[config.mk]
export PLATFORM = sky130hd
export DESIGN_NAME = conversor_bin_bcd_peso_flat
export DESIGN_NICKNAME = d
export VERILOG_FILES = /design/src/rtl/conversor_bin_bcd_peso_pkg.sv /design/src/rtl/conversor_bin_bcd_peso_if.sv /design/src/rtl/conversor_bin_bcd_peso_ajuste_add3.sv /design/src/rtl/conversor_bin_bcd_peso.sv /design/src/flat_wrapper.sv
export SDC_FILE = /design/constraint.sdc
export NUM_CORES = 1
export LEC_CHECK = 0
export ABC_AREA = 1
export BUFFER_PORTS_ARGS = -buffer_cell sky130_fd_sc_hd__buf_2
export CORE_MARGIN = 2
export CORE_UTILIZATION = 57
export DETAILED_ROUTE_END_ITERATION = 7
export MAX_ROUTING_LAYER = met4
export PLACE_DENSITY = 0.79
export SYNTH_ARGS = -nofsm -noshare
export SYNTH_HDL_FRONTEND = slang
export SYNTH_SLANG_ARGS = --single-unit
export TNS_END_PERCENT = 1
[constraint.sdc]
create_clock -name clk -period 1.4 [get_ports clk]
set_input_delay 0.14 -clock clk [delete_from_list [all_inputs] [get_ports clk]]
set_output_delay 0.14 -clock clk [all_outputs]
set_load 0.02 [all_outputs]
[src/rtl/conversor_bin_bcd_peso_pkg.sv]
// Shared constants and FSM encoding for the binary-to-BCD weight converter.
package conversor_bin_bcd_peso_pkg;

    localparam int BIN_W   = 14;
    localparam int DIGITS  = 4;
    localparam int MAX_VAL = 9999;
    localparam int BCD_W   = 4 * DIGITS;
    localparam int CNT_W   = $clog2(BIN_W);

    localparam logic [BIN_W-1:0] MAX_BIN  = BIN_W'(MAX_VAL);
    localparam logic [CNT_W-1:0] CNT_LAST = CNT_W'(BIN_W - 1);

    typedef enum logic [1:0] {
        IDLE  = 2'd0,
        SHIFT = 2'd1,
        DONE  = 2'd2
    } state_t;

endpackage

[src/rtl/conversor_bin_bcd_peso_if.sv]
// Request/result bundle between the weight source and the converter.
interface conversor_bin_bcd_peso_if;
    import conversor_bin_bcd_peso_pkg::*;

    logic [BIN_W-1:0] peso_bin;
    logic             start;
    logic             busy;
    logic             done;
    logic [BCD_W-1:0] BCD_total;
    logic             sobrecarga;

    modport master (
        output peso_bin, start,
        input  busy, done, BCD_total, sobrecarga
    );

    modport slave (
        input  peso_bin, start,
        output busy, done, BCD_total, sobrecarga
    );

endinterface

[src/rtl/conversor_bin_bcd_peso_ajuste_add3.sv]
// Double-dabble digit correction: a digit of 5 or more gets 3 added so that
// the following left shift carries correctly into the next decimal digit.
module ajuste_add3 (
    input  logic [3:0] din,
    output logic [3:0] dout
);

    // Correction stays inside the nibble; inputs are always 0..9 here
    always_comb begin
        dout = (din >= 4'd5) ? din + 4'd3 : din;
    end

endmodule

[src/rtl/conversor_bin_bcd_peso.sv]
// Sequential binary-to-BCD converter (shift-and-add-3), one bit per cycle.
// Inputs above MAX_VAL saturate to 9999 and raise sobrecarga.
module conversor_bin_bcd_peso
    import conversor_bin_bcd_peso_pkg::*;
(
    input logic                      clk,
    input logic                      rst_n,
    conversor_bin_bcd_peso_if.slave  bus
);

    state_t             state_q;
    logic [BIN_W-1:0]   bin_q;
    logic [BCD_W-1:0]   bcd_q;
    logic [CNT_W-1:0]   count_q;
    logic               ovf_q;
    logic               busy_q;
    logic               done_q;
    logic [BCD_W-1:0]   bcd_total_q;
    logic               sobrecarga_q;

    logic [BCD_W-1:0]       bcd_adj;
    logic [BCD_W-1:0]       bcd_d;
    logic [BIN_W-1:0]       bin_d;
    logic [BCD_W+BIN_W-1:0] shift_cat;

    // Per-digit add-3 correction ahead of the shift
    genvar g;
    generate
        for (g = 0; g < DIGITS; g++) begin : g_dig
            ajuste_add3 u_adj (
                .din  (bcd_q[4*g +: 4]),
                .dout (bcd_adj[4*g +: 4])
            );
        end
    endgenerate

    // Next value of the {bcd, bin} pair for one SHIFT step
    always_comb begin
        shift_cat = {bcd_adj, bin_q} << 1;
        bcd_d     = shift_cat[BCD_W+BIN_W-1:BIN_W];
        bin_d     = shift_cat[BIN_W-1:0];
    end

    // Control FSM with registered busy/done/result; the done cycle is spent
    // back in IDLE so the next start can be taken right after it
    always_ff @(posedge clk or negedge rst_n) begin
        if (!rst_n) begin
            state_q      <= IDLE;
            bin_q        <= '0;
            bcd_q        <= '0;
            count_q      <= '0;
            ovf_q        <= 1'b0;
            busy_q       <= 1'b0;
            done_q       <= 1'b0;
            bcd_total_q  <= '0;
            sobrecarga_q <= 1'b0;
        end else begin
            case (state_q)
                IDLE: begin
                    done_q <= 1'b0;
                    if (bus.start) begin
                        bin_q   <= (bus.peso_bin > MAX_BIN) ? MAX_BIN : bus.peso_bin;
                        ovf_q   <= (bus.peso_bin > MAX_BIN);
                        bcd_q   <= '0;
                        count_q <= '0;
                        busy_q  <= 1'b1;
                        state_q <= SHIFT;
                    end else begin
                        busy_q  <= 1'b0;
                    end
                end
                SHIFT: begin
                    bcd_q   <= bcd_d;
                    bin_q   <= bin_d;
                    count_q <= count_q + CNT_W'(1);
                    if (count_q == CNT_LAST) state_q <= DONE;
                end
                DONE: begin
                    bcd_total_q  <= bcd_q;
                    sobrecarga_q <= ovf_q;
                    done_q       <= 1'b1;
                    state_q      <= IDLE;
                end
                default: state_q <= IDLE;
            endcase
        end
    end

    assign bus.busy       = busy_q;
    assign bus.done       = done_q;
    assign bus.BCD_total  = bcd_total_q;
    assign bus.sobrecarga = sobrecarga_q;

endmodule

[src/flat_wrapper.sv]
// flat-port wrapper written by rule: the top's interface ports become plain ports
module conversor_bin_bcd_peso_flat import conversor_bin_bcd_peso_pkg::*;
  (clk, rst_n, bus_peso_bin, bus_start, bus_busy, bus_done, bus_BCD_total, bus_sobrecarga);
  conversor_bin_bcd_peso_if bus_i ();
  input logic clk;
  input logic rst_n;
  input wire logic [$bits(bus_i.peso_bin)-1:0] bus_peso_bin;
  input wire logic [$bits(bus_i.start)-1:0] bus_start;
  output wire logic [$bits(bus_i.busy)-1:0] bus_busy;
  output wire logic [$bits(bus_i.done)-1:0] bus_done;
  output wire logic [$bits(bus_i.BCD_total)-1:0] bus_BCD_total;
  output wire logic [$bits(bus_i.sobrecarga)-1:0] bus_sobrecarga;
  assign bus_i.peso_bin = bus_peso_bin;
  assign bus_i.start = bus_start;
  assign bus_busy = bus_i.busy;
  assign bus_done = bus_i.done;
  assign bus_BCD_total = bus_i.BCD_total;
  assign bus_sobrecarga = bus_i.sobrecarga;
  conversor_bin_bcd_peso u_core (.clk(clk), .rst_n(rst_n), .bus(bus_i));
endmodule
==> results of run 1 <==
## worst max-delay path: cells and delay by family, from the launching register on
| family | cells | cell delay [ps] |
|---|---|---|
| buf+inv | 1 | 240 |
| flops | 1 | 430 |
| simple gates | 2 | 270 |
| compound gates | 3 | 280 |
## power by group through the flow
| stage | clock network (uW) | logic, uW | registers (uW) |
|---|---|---|---|
| after CTS | 861 | 3260 | 2840 |
| final | 815 | 3380 | 2870 |
| after global routing | 905 | 3900 | 2960 |
| after floorplan | 0 | 2130 | 3060 |
| after detailed placement | 0 | 3260 | 2860 |
| after global placement | 0 | 3120 | 2840 |
## registers in the layout, indices dropped and copies added, names as in the netlist
register	count
u_core.bus.sobrecarga	1
u_core.bus.done	1
u_core.bcd_q	16
u_core.ovf_q	1
u_core.bin_q	14
u_core.state_q	2
u_core.bus.BCD_total	16
u_core.count_q	4
u_core.bus.busy	1
## layout make-up
class	count	share of cell area, %
Clock buffer	6	2.36
Clock inverter	1	0.163
Inverter	33	4.20
Multi-Input combinational cell	221	36.3
Sequential cell	56	45.7
Tap cell	52	2.12
Timing Repair Buffer	43	9.09
## layer usage
| layer | up-vias | track usage, % | routed length [um] |
|---|---|---|---|
| met1 | 990 | 27.7 | 2380 |
| li1 | 1098 | - | - |
| met5 | - | - | 0 |
| met4 | 0 | 6.58 | 26 |
| met2 | 57 | 39.3 | 2560 |
| met3 | 2 | 4.31 | 227 |
## what timing repair did
item,4_1_cts,5_1_grt
buffers inserted,0,0
gates resized for setup,0,16
hold endpoints to repair,15,0
endpoints found under the setup margin,0,20
hold buffers,1,0
## cells in the mapped netlist (all sizes together)
library cell  number
nand2            100
dfrtp             56
o21ai             43
inv               33
nor2              31
ha                10
nand3             10
buf                8
o22ai              7
a21oi              6
a22oi              4
nand3b             4
xor2               4
clkbuf             2
mux2               1
o211ai             1
## logic make-up (layout without fill, tap and decap cells)
| kind of cell | count (synthesis) | after routing | synth area share, % |
|---|---|---|---|
| buf+inv | 43 | 83 | 6.94 |
| flops | 56 | 56 | 52.5 |
| mux | 1 | 1 | 0.422 |
| fa+ha+maj | 10 | 10 | 4.69 |
| compound gates | 61 | 61 | 12.2 |
| simple gates | 145 | 145 | 21.9 |
| xor+xnor | 4 | 4 | 1.31 |
## final timing paths
check                                               from                       end  slack [ps]
min in group asynchronous                          rst_n   u_core.bus.BCD_total[7]         280
worst max-delay path                   u_core.state_q[0]          u_core.bin_q[12]          80
worst min-delay path                     bus_peso_bin[3]           u_core.bin_q[3]         120
worst min register to register  u_core.bus.BCD_total[15]  u_core.bus.BCD_total[15]         490
max in group asynchronous                          rst_n           u_core.bcd_q[4]         570
worst max register to register         u_core.state_q[0]          u_core.bin_q[12]          80
## through the flow
step           instance area (um2)  std cells
6_report                      3070        412
2_1_floorplan                 2670        320
3_3_place_gp                  2940        404
4_1_cts                       3030        412
5_1_grt                       3070        412
3_5_place_dp                  2940        404
## cells in the final DEF, fill, tap and decap left out, drive strengths merged, types with 4 or more instances in the layout
master | synthesis | routed
buf | 8 | 42
o21ai | 43 | 43
nand3b | 4 | 4
o22ai | 7 | 7
clkbuf | 2 | 6
nand2 | 100 | 100
dfrtp | 56 | 56
a22oi | 4 | 4
nor2 | 31 | 31
a21oi | 6 | 6
nand3 | 10 | 10
xor2 | 4 | 4
inv | 33 | 33
ha | 10 | 10
==> key figures, run 1 <==
Run
  • Max Cap Viol: 0

Setup path
  • Register-to-Register Path Depth: 6
  • Crit path max fanout: 8
  • Critical Path RT: 1590 ps
  • Crit path top cell by count: o21ai_0
  • Setup CP Type: register to register
  • CP Cell Sequence: nor2_1 > nand2_2 > inv_1 > o21ai_0 > o21ai_0 > a21oi_1
  • Worst Setup Start Kind: register
  • CP max stage delay: 430 ps
  • CP max stage cell: dfrtp_1
  • Worst Path Arrival: 1510 ps
  • Crit path capture type: register

Floorplan
  • CORE AREA: 0.00444 mm2
  • Die area: 0.00525 mm2
  • Std cell rows: 24
  • Die width: 72.4 um
  • Die height: 72.4 um
  • IO Count: 36
  • Initial Util: 60.1%

Detailed routing
  • Vias: 2147
  • Final wirelength: 5.19 mm
  • WL/cell: 12.6 um
  • Initial DRT Pass Iterations: 4
  • Remaining DRCs: 0
  • Via density: 5.21
  • Initial drt markers: 141
  • DRT antenna net count: 0

STA
  • Worst setup margin: 78.9 ps
  • Setup violations, final: 0
  • Setup tns final: 0 ps
  • Worst Clk Skew: 6.70 ps
  • Worst Tran Pin Value: 376 ps
  • Final Max Tran Viols: 0
  • Unrepaired setup endpoints after global routing: yes
  • Slew headroom: 74.9%
  • Min Tclk post-route: 1320 ps
  • Fmax: 757 MHz
  • WHS: 118 ps
  • Hold Fails Final Rpt: 0
  • Fin crit share: 94.4%

Clocking
  • Clock buffer depth: 2
  • Inserted Clock Buffers: 5
  • Clk_lat worst skew: 300 ps
  • Clock slew at reported path FFs: 90 ps
  • Clock sink count: 56
  • CTS tree: built
  • H-Tree Depth: 2
  • CTS root buffer: clkbuf_8

Place
  • Global placer's final weighted congestion: 0.827
  • Pre-CTS WS: 31.4 ps
  • Post-DP HPWL: 3.64 mm
  • # port buffers: 35

Logic synthesis
  • Synthesis warning total: 0
  • Total nets after synthesis: 347
  • Largest cells by area after synthesis: dfrtp_1, nand2_1, o21ai_0, ha_1, inv_1
  • Post-synth top area share: 52.5%
  • Post-Syn Instances: 320
  • #FFs+latches synth: 56
  • Cell Area, Synth: 0.00267 mm2
  • Synth unique cells: 22
  • Post-synth top area cell: dfrtp_1
  • Seq/Total Area, Yosys: 52.5%
  • Syn avg cell area: 8.34 um2

Global routing
  • GR Overflow Total: 0
  • Initial antenna violation count: 0
  • Tot GR Track Use: 22.9%
  • Largest net degree at the start of global routing: 42
  • Vias in the first global route: 2149
  • Global-route wire length before repair: 9.24 mm

Power
  • Clk pwr share: 11.5%
  • Power, Total: 7070 uW
  • Internal: 4000 uW
  • Flop pwr share: 40.6%
  • Worst vdd ir: 1.24 mV
  • P_sw: 3070 uW
  • Cell Pwr Density: 2300 mW/mm2
  • LEAKAGE: 0.00161 uW
  • Switch share: 43.4%
  • Combinational share of power: 47.8%

Layout
  • # fillers: 369
  • Share of cells above drive strength 1: 18.3%
  • Multi-input logic area: 0.00112 mm2
  • Fin nets: 387
  • Register area: 0.00140 mm2
  • Post-Route Utilization: 69.1%
  • Number of diodes: 0
  • Layout area overhead: 15.0%

Worst hold path
  • HP Class: primary input to register
  • Hold depth: 5

Run status
  • Outcome: finished clean
Note: power is estimated with default switching activity, not from simulation.
==> run 2, diff against run 1 <==
--- a/config.mk
+++ b/config.mk
@@ -8,10 +8,10 @@
 export ABC_AREA = 1
 export BUFFER_PORTS_ARGS = -buffer_cell sky130_fd_sc_hd__buf_2
 export CORE_MARGIN = 2
-export CORE_UTILIZATION = 57
+export CORE_UTILIZATION = 40
 export DETAILED_ROUTE_END_ITERATION = 7
+export HOLD_SLACK_MARGIN = 0.03
 export MAX_ROUTING_LAYER = met4
-export PLACE_DENSITY = 0.79
 export SYNTH_ARGS = -nofsm -noshare
 export SYNTH_HDL_FRONTEND = slang
 export SYNTH_SLANG_ARGS = --single-unit
==> run 2 against run 1 <==
Routed wire length up 3.9%. Clock skew down 0.91 ps. Non-clock buffer count rose by 6. Setup slack better by 26 ps. Critical path depth unchanged. Die area increased by 40%. Combinational power is 2% higher. Power is 4.0% higher. Largest power group unchanged.
==> key figures, run 2 (same netlist as run 1, synthesis figures left out) <==
STA
  • Unrepaired setup endpoints after global routing: yes
  • Worst Tran Pin Value: 465 ps (+89.6 ps)
  • Slew headroom: 69.0% (-5.9 points)
  • Setup violations, final: 0 (unchanged)
  • Hold Fails Final Rpt: 0 (unchanged)
  • Fin crit share: 92.5% (-1.8 points)
  • Final Max Tran Viols: 0 (unchanged)
  • Min Tclk post-route: 1300 ps (-25.6 ps)
  • Fmax: 772 MHz (+2.0%)
  • Setup tns final: 0 ps (unchanged)
  • Worst Clk Skew: 5.79 ps (-0.914 ps)
  • Worst setup margin: 104 ps (+25.6 ps)

Layout
  • Most common cell after layout, fill and taps aside: nand2_1
  • Fin area: 0.00318 mm2 (+3.6%)
  • Share of cells above drive strength 1: 19.6% (+1.3 points)
  • Layout area overhead: 19.2%
  • Most frequent cells in the layout: nand2_1, dfrtp_1, o21ai_0
  • Fin nets: 393 (+1.6%)
  • Non-filler instance count after layout: 444 (+7.8%)
  • Number of diodes: 0 (unchanged)

Setup path
  • Worst r2r src: u_core.state_q[0]
  • Crit path max fanout: 27 (+19)
  • Register-to-Register Path Depth: 6 (unchanged)
  • Setup CP Type: register to register
  • FF-to-FF setup slack: 100 ps (+30 ps)
  • Critical Path RT: 1610 ps (+20 ps)
  • R2R Path End: u_core.bin_q[4]
  • CP Cell Sequence: nor2_1 > nand2_2 > nand2_4 > inv_6 > a22oi_1 > nand2_1
  • CP max stage cell: dfrtp_1
  • Worst Setup Start Kind: register
  • CP max stage delay: 430 ps (about the same)
  • Worst Path Arrival: 1500 ps (about the same)
  • Crit path max-delay family: simple AND/OR/NAND/NOR gates
  • Crit path capture type: register
  • Worst path bufs/invs: 1 (unchanged)

Clocking
  • Clk_lat worst skew: 310 ps (about the same)
  • Clock buffer depth: 2 (unchanged)
  • Inserted Clock Buffers: 5 (unchanged)
  • CTS tree: built
  • Clock slew at reported path FFs: 100 ps (about the same)
  • Clock sink count: 56 (unchanged)
  • H-Tree Depth: 2 (unchanged)
  • CTS root buffer: clkbuf_8

Detailed routing
  • Vias: 2126 (-0.98%)
  • Remaining DRCs: 0 (unchanged)
  • Initial DRT Pass Iterations: 4 (unchanged)
  • DRT antenna net count: 0 (unchanged)
  • WL/cell: 12.2 um (-3.6%)
  • Via density: 4.79 (-8.1%)
  • Initial drt markers: 94 (-33%)
  • Final wirelength: 5.40 mm (+3.9%)

Place
  • Pre-CTS WS: 83.0 ps (+51.7 ps)
  • Placed Cells: 431 (+6.7%)
  • Global placer's final weighted congestion: 0.768 (-7.1%)
  • Post-DP HPWL: 3.82 mm (+4.8%)
  • # port buffers: 35 (unchanged)
  • Post-DP Area: 0.00300 mm2 (+2.0%)

Global routing
  • GR Overflow Total: 0 (unchanged)
  • Tot GR Track Use: 16.5% (-6.5 points)
  • Initial antenna violation count: 0 (unchanged)
  • Vias in the first global route: 2088 (-2.8%)
  • Global-route wire length before repair: 9.52 mm (+3.0%)
  • Largest net degree at the start of global routing: 34 (-19%)

Floorplan
  • Std cell rows: 29 (+21%)
  • Die height: 85.7 um (+18%)
  • IO Count: 36 (unchanged)
  • CORE AREA: 0.00639 mm2 (+44%)
  • Initial Util: 41.8% (-18 points)
  • Die area: 0.00734 mm2 (+40%)
  • Die width: 85.7 um (+18%)

Worst hold path
  • Worst Hold Launch: bus_peso_bin[3]
  • HP Class: primary input to register
  • WHS Endpoint: u_core.bin_q[3]
  • Hold depth: 5 (unchanged)

Run status
  • Outcome: finished clean

Power
  • Cell Pwr Density: 2310 mW/mm2 (+0.42%)
  • LEAKAGE: 0.00165 uW (+2.3%)
  • Worst vdd ir: 1.02 mV (-17%)

Run
  • Max Cap Viol: 0 (unchanged)
run 2: where the power goes:
part | internal [uW] | switching [uW]
sequential | 2370 | 477
combinational | 1340 | 2100
clock | 530 | 537
total | 4240 | 3110
run 2: what timing repair did:
item                                    4_1_cts  5_1_grt
buffers inserted                              0        4
hold buffers                                  1        0
endpoints found under the hold margin        14        0
resized for setup                             0       13
endpoints found under the setup margin        0       14
run 2: through the flow:
step	total power (uW)	utilization (%)	hold WS [ps]
final	7350	49.8	111
after detailed placement	6170	47.0	112
after floorplan	5190	-	-156
after global routing	8100	49.8	127
after global placement	6080	47.0	110
after CTS	7250	48.9	102
run 2: how the worst max path moves through the flow:
stage	end	slack, ps	depth (start not counted)	startpoint
final	u_core.bin_q[4]	100	6	u_core.state_q[0]
after global routing	u_core.bcd_q[2]	-50	8	u_core.bcd_q[1]
after CTS	u_core.bcd_q[2]	60	8	u_core.bcd_q[0]
after detailed placement	u_core.bcd_q[10]	80	8	u_core.bcd_q[8]
after global placement	u_core.bcd_q[10]	100	8	u_core.bcd_q[8]
after floorplan	u_core.bin_q[5]	160	7	u_core.state_q[0]
run 2: metal layers:
metal  wire (um)  global-route usage [%]  vias up  part of all wire, %
met3         217                    2.98        7                  4.0
met5           0                       -        -                    0
met1        2690                    22.0      963                   50
met2        2430                    26.0       43                   45
met4          62                    4.33        0                  1.1
li1            -                       -     1113                    -
run 2: worst reg2reg max path, stage by stage (launching register included):
cell and delay (ps):
dfrtp_1 430, nor2_1 140, nand2_2 140, nand2_4 130, inv_6 90, a22oi_1 190
nand2_1 70
run 2: final cells by class:
cell class / count / area [um2]
Sequential cell: 56 / 1400
Inverter: 33 / 133
Fill cell: 603 / 3210
Clock inverter: 3 / 42.5
Multi-Input combinational cell: 221 / 1100
Timing Repair Buffer: 49 / 333
Tap cell: 77 / 96.3
Clock buffer: 5 / 68.8
==> run 3, diff against run 2 <==
--- a/config.mk
+++ b/config.mk
@@ -10,8 +10,10 @@
 export CORE_MARGIN = 2
 export CORE_UTILIZATION = 40
 export DETAILED_ROUTE_END_ITERATION = 7
+export GPL_TIMING_DRIVEN = 0
 export HOLD_SLACK_MARGIN = 0.03
 export MAX_ROUTING_LAYER = met4
+export REMOVE_ABC_BUFFERS = 1
 export SYNTH_ARGS = -nofsm -noshare
 export SYNTH_HDL_FRONTEND = slang
 export SYNTH_SLANG_ARGS = --single-unit
==> run 3 against run 2 <==
Highest routed layer unchanged. Flip-flop and latch count is the same. Count of clock-buffer cells in the layout is 2 higher. Core utilization fell by 1.1 points. Global-route usage is 1.5 points lower. Routed wire length decreased by 4.8%. Die area unchanged. Non-clock buffer count down 8.
==> key figures, run 3 (same netlist as run 1, synthesis figures left out) <==
Run status
  • Outcome: finished clean

Floorplan
  • Std cell rows: 29 (unchanged)
  • Die width: 85.7 um (unchanged)
  • Die area: 0.00734 mm2 (unchanged)
  • Initial Util: 41.8% (unchanged)
  • IO Count: 36 (unchanged)
  • CORE AREA: 0.00639 mm2 (unchanged)
  • Die height: 85.7 um (unchanged)

Global routing
  • Tot GR Track Use: 15.0% (-1.5 points)
  • GRT met1 Usage: 19.1% (-2.9 points)
  • Global routing's busiest layer: met2
  • Largest net degree at the start of global routing: 57 (+68%)
  • Initial antenna violation count: 0 (unchanged)
  • GR Overflow Total: 0 (unchanged)
  • Vias in the first global route: 1897 (-9.1%)
  • Global-route wire length before repair: 8.63 mm (-9.3%)
  • Met3 usage: 3.46% (+0.48 points)
  • GR Util met2: 24.1% (-1.8 points)

Clocking
  • Clk_lat worst skew: 310 ps (about the same)
  • H-Tree Depth: 2 (unchanged)
  • Clock buffer depth: 2 (unchanged)
  • Inserted Clock Buffers: 5 (unchanged)
  • CTS tree: built
  • CTS root buffer: clkbuf_8
  • Clock sink count: 56 (unchanged)
  • Clock slew at reported path FFs: 100 ps (about the same)

Setup path
  • Critical Path RT: 1600 ps (about the same)
  • Worst Setup Start Kind: register
  • Setup CP Type: register to register
  • Worst Path Arrival: 1570 ps (+70 ps)
  • Crit path top cell by count: nor2_1
  • CP max stage cell: dfrtp_1
  • Crit path capture type: register
  • Crit path max fanout: 7 (-74%)
  • CP max stage delay: 430 ps (about the same)
  • CP Cell Sequence: nor2_1 > nand2_2 > clkinvlp_4 > buf_6 > nor2_1 > nor2_1 > nand2_1 > nand2_1

Detailed routing
  • Remaining DRCs: 0 (unchanged)
  • WL/cell: 11.8 um (-3.0%)
  • Initial DRT Pass Iterations: 4 (unchanged)
  • Initial drt markers: 86 (-8.5%)
  • Vias: 2115 (-0.52%)
  • Final wirelength: 5.14 mm (-4.8%)
  • DRT antenna net count: 0 (unchanged)
  • Via density: 4.85 (+1.3%)

STA
  • Worst Tran Pin Value: 728 ps (+263 ps)
  • Setup violations, final: 0 (unchanged)
  • WHS: 113 ps (+1.71 ps)
  • Fmax: 730 MHz (-5.4%)
  • Unrepaired setup endpoints after global routing: yes
  • Setup tns final: 0 ps (unchanged)
  • Worst Clk Skew: 11.9 ps (+6.12 ps)
  • Fin crit share: 97.8% (+5.2 points)
  • Slew headroom: 51.4% (-18 points)
  • Min Tclk post-route: 1370 ps (+73.4 ps)
  • Final Max Tran Viols: 0 (unchanged)
  • Hold Fails Final Rpt: 0 (unchanged)

Worst hold path
  • HP Class: primary input to register

Layout
  • Most frequent cells in the layout: nand2_1, dfrtp_1, o21ai_0
  • Share of cells above drive strength 1: 19.2% (-0.40 points)
  • Multi-input logic area: 0.00114 mm2 (+3.2%)
  • Non-filler instance count after layout: 436 (-1.8%)
  • Register area: 0.00141 mm2 (about the same)
  • Number of diodes: 0 (unchanged)
  • Fin nets: 385 (-2.0%)
  • # fillers: 635 (+5.3%)
  • Most common cell after layout, fill and taps aside: nand2_1
  • Layout area overhead: 16.5%

Power
  • Worst vdd ir: 0.931 mV (-8.7%)
  • LEAKAGE: 0.00161 uW (-2.7%)
  • Cell Pwr Density: 2280 mW/mm2 (-1.2%)

Place
  • Post-DP HPWL: 3.21 mm (-16%)
  • # port buffers: 35 (unchanged)
  • Placed Cells: 422 (-2.1%)
  • Global placer's final weighted congestion: 0.783 (+2.0%)

Run
  • Max Cap Viol: 0 (unchanged)
==> run 3: changes by cell type in the layout (fill, tap and decap cells not counted), moves of 2 or more <==
cell,before,now
buf_12,4,0
buf_4,9,5
inv_2,3,1
nor2_1,31,26
nor2_2,0,5
==> run 3: what timing repair did <==
action,4_1_cts,5_1_grt
hold buffers,0,1
setup endpoints to repair,50,25
setup buffers,0,5
pin swaps,1,2
gates resized for setup,8,20
hold endpoints to repair,0,56
==> run 3: cell type report <==
class | count | area share [%]
sequential | 56 | 45.2
multi-input combinational | 221 | 36.6
timing repair buffer | 41 | 7.36
inverter | 33 | 4.75
tap | 77 | 3.10
clock buffer | 7 | 2.78
clock inverter | 1 | 0.241
==> run 3: metal layers <==
metal	wire, um	part of all wire (%)	vias to the layer above
li1	-	-	1096
met1	2590	50	973
met2	2330	45	42
met3	186	3.6	4
met4	35	0.68	0
met5	0	0	-
==> run 3: power breakdown <==
part	total [uW]	leakage, uW	internal [uW]	switching (uW)
Sequential	2860	0.000672	2370	486
Clock	925	0.0000445	404	521
Combinational	3320	0.000890	1250	2080
==> run 3: final timing paths <==
check / cells after the start / slack (ps) / from / to
setup / recovery: 8 / 30 / u_core.state_q[1] / u_core.bin_q[9]
hold / removal: 5 / 110 / bus_peso_bin[0] / u_core.bin_q[0]
setup reg to reg: 8 / 30 / u_core.state_q[1] / u_core.bin_q[9]
hold reg to reg: 2 / 480 / u_core.bin_q[10] / u_core.bin_q[10]
max in group asynchronous: 2 / 450 / rst_n / u_core.state_q[0]
min in group asynchronous: 2 / 430 / rst_n / u_core.bus.BCD_total[2]
==> run 3: critical path: cells and delay by family, from the launching register on <==
kind	cells	cell delay, ps
buf+inv	2	330
flops	1	430
simple gates	6	510
==> run 3: per-stage QoR <==
step / total power [uW] / setup slack (ps) / util [%] / cell area, um2
3_5_place_dp: 5950 / -297 / 45.1 / 2880
3_3_place_gp: 5840 / -313 / 45.1 / 2880
4_1_cts: 6960 / -46.2 / 47.1 / 3010
2_1_floorplan: 5080 / -25.0 / - / 2610
6_report: 7100 / 31.0 / 48.7 / 3110
5_1_grt: 7810 / -54.7 / 48.7 / 3110
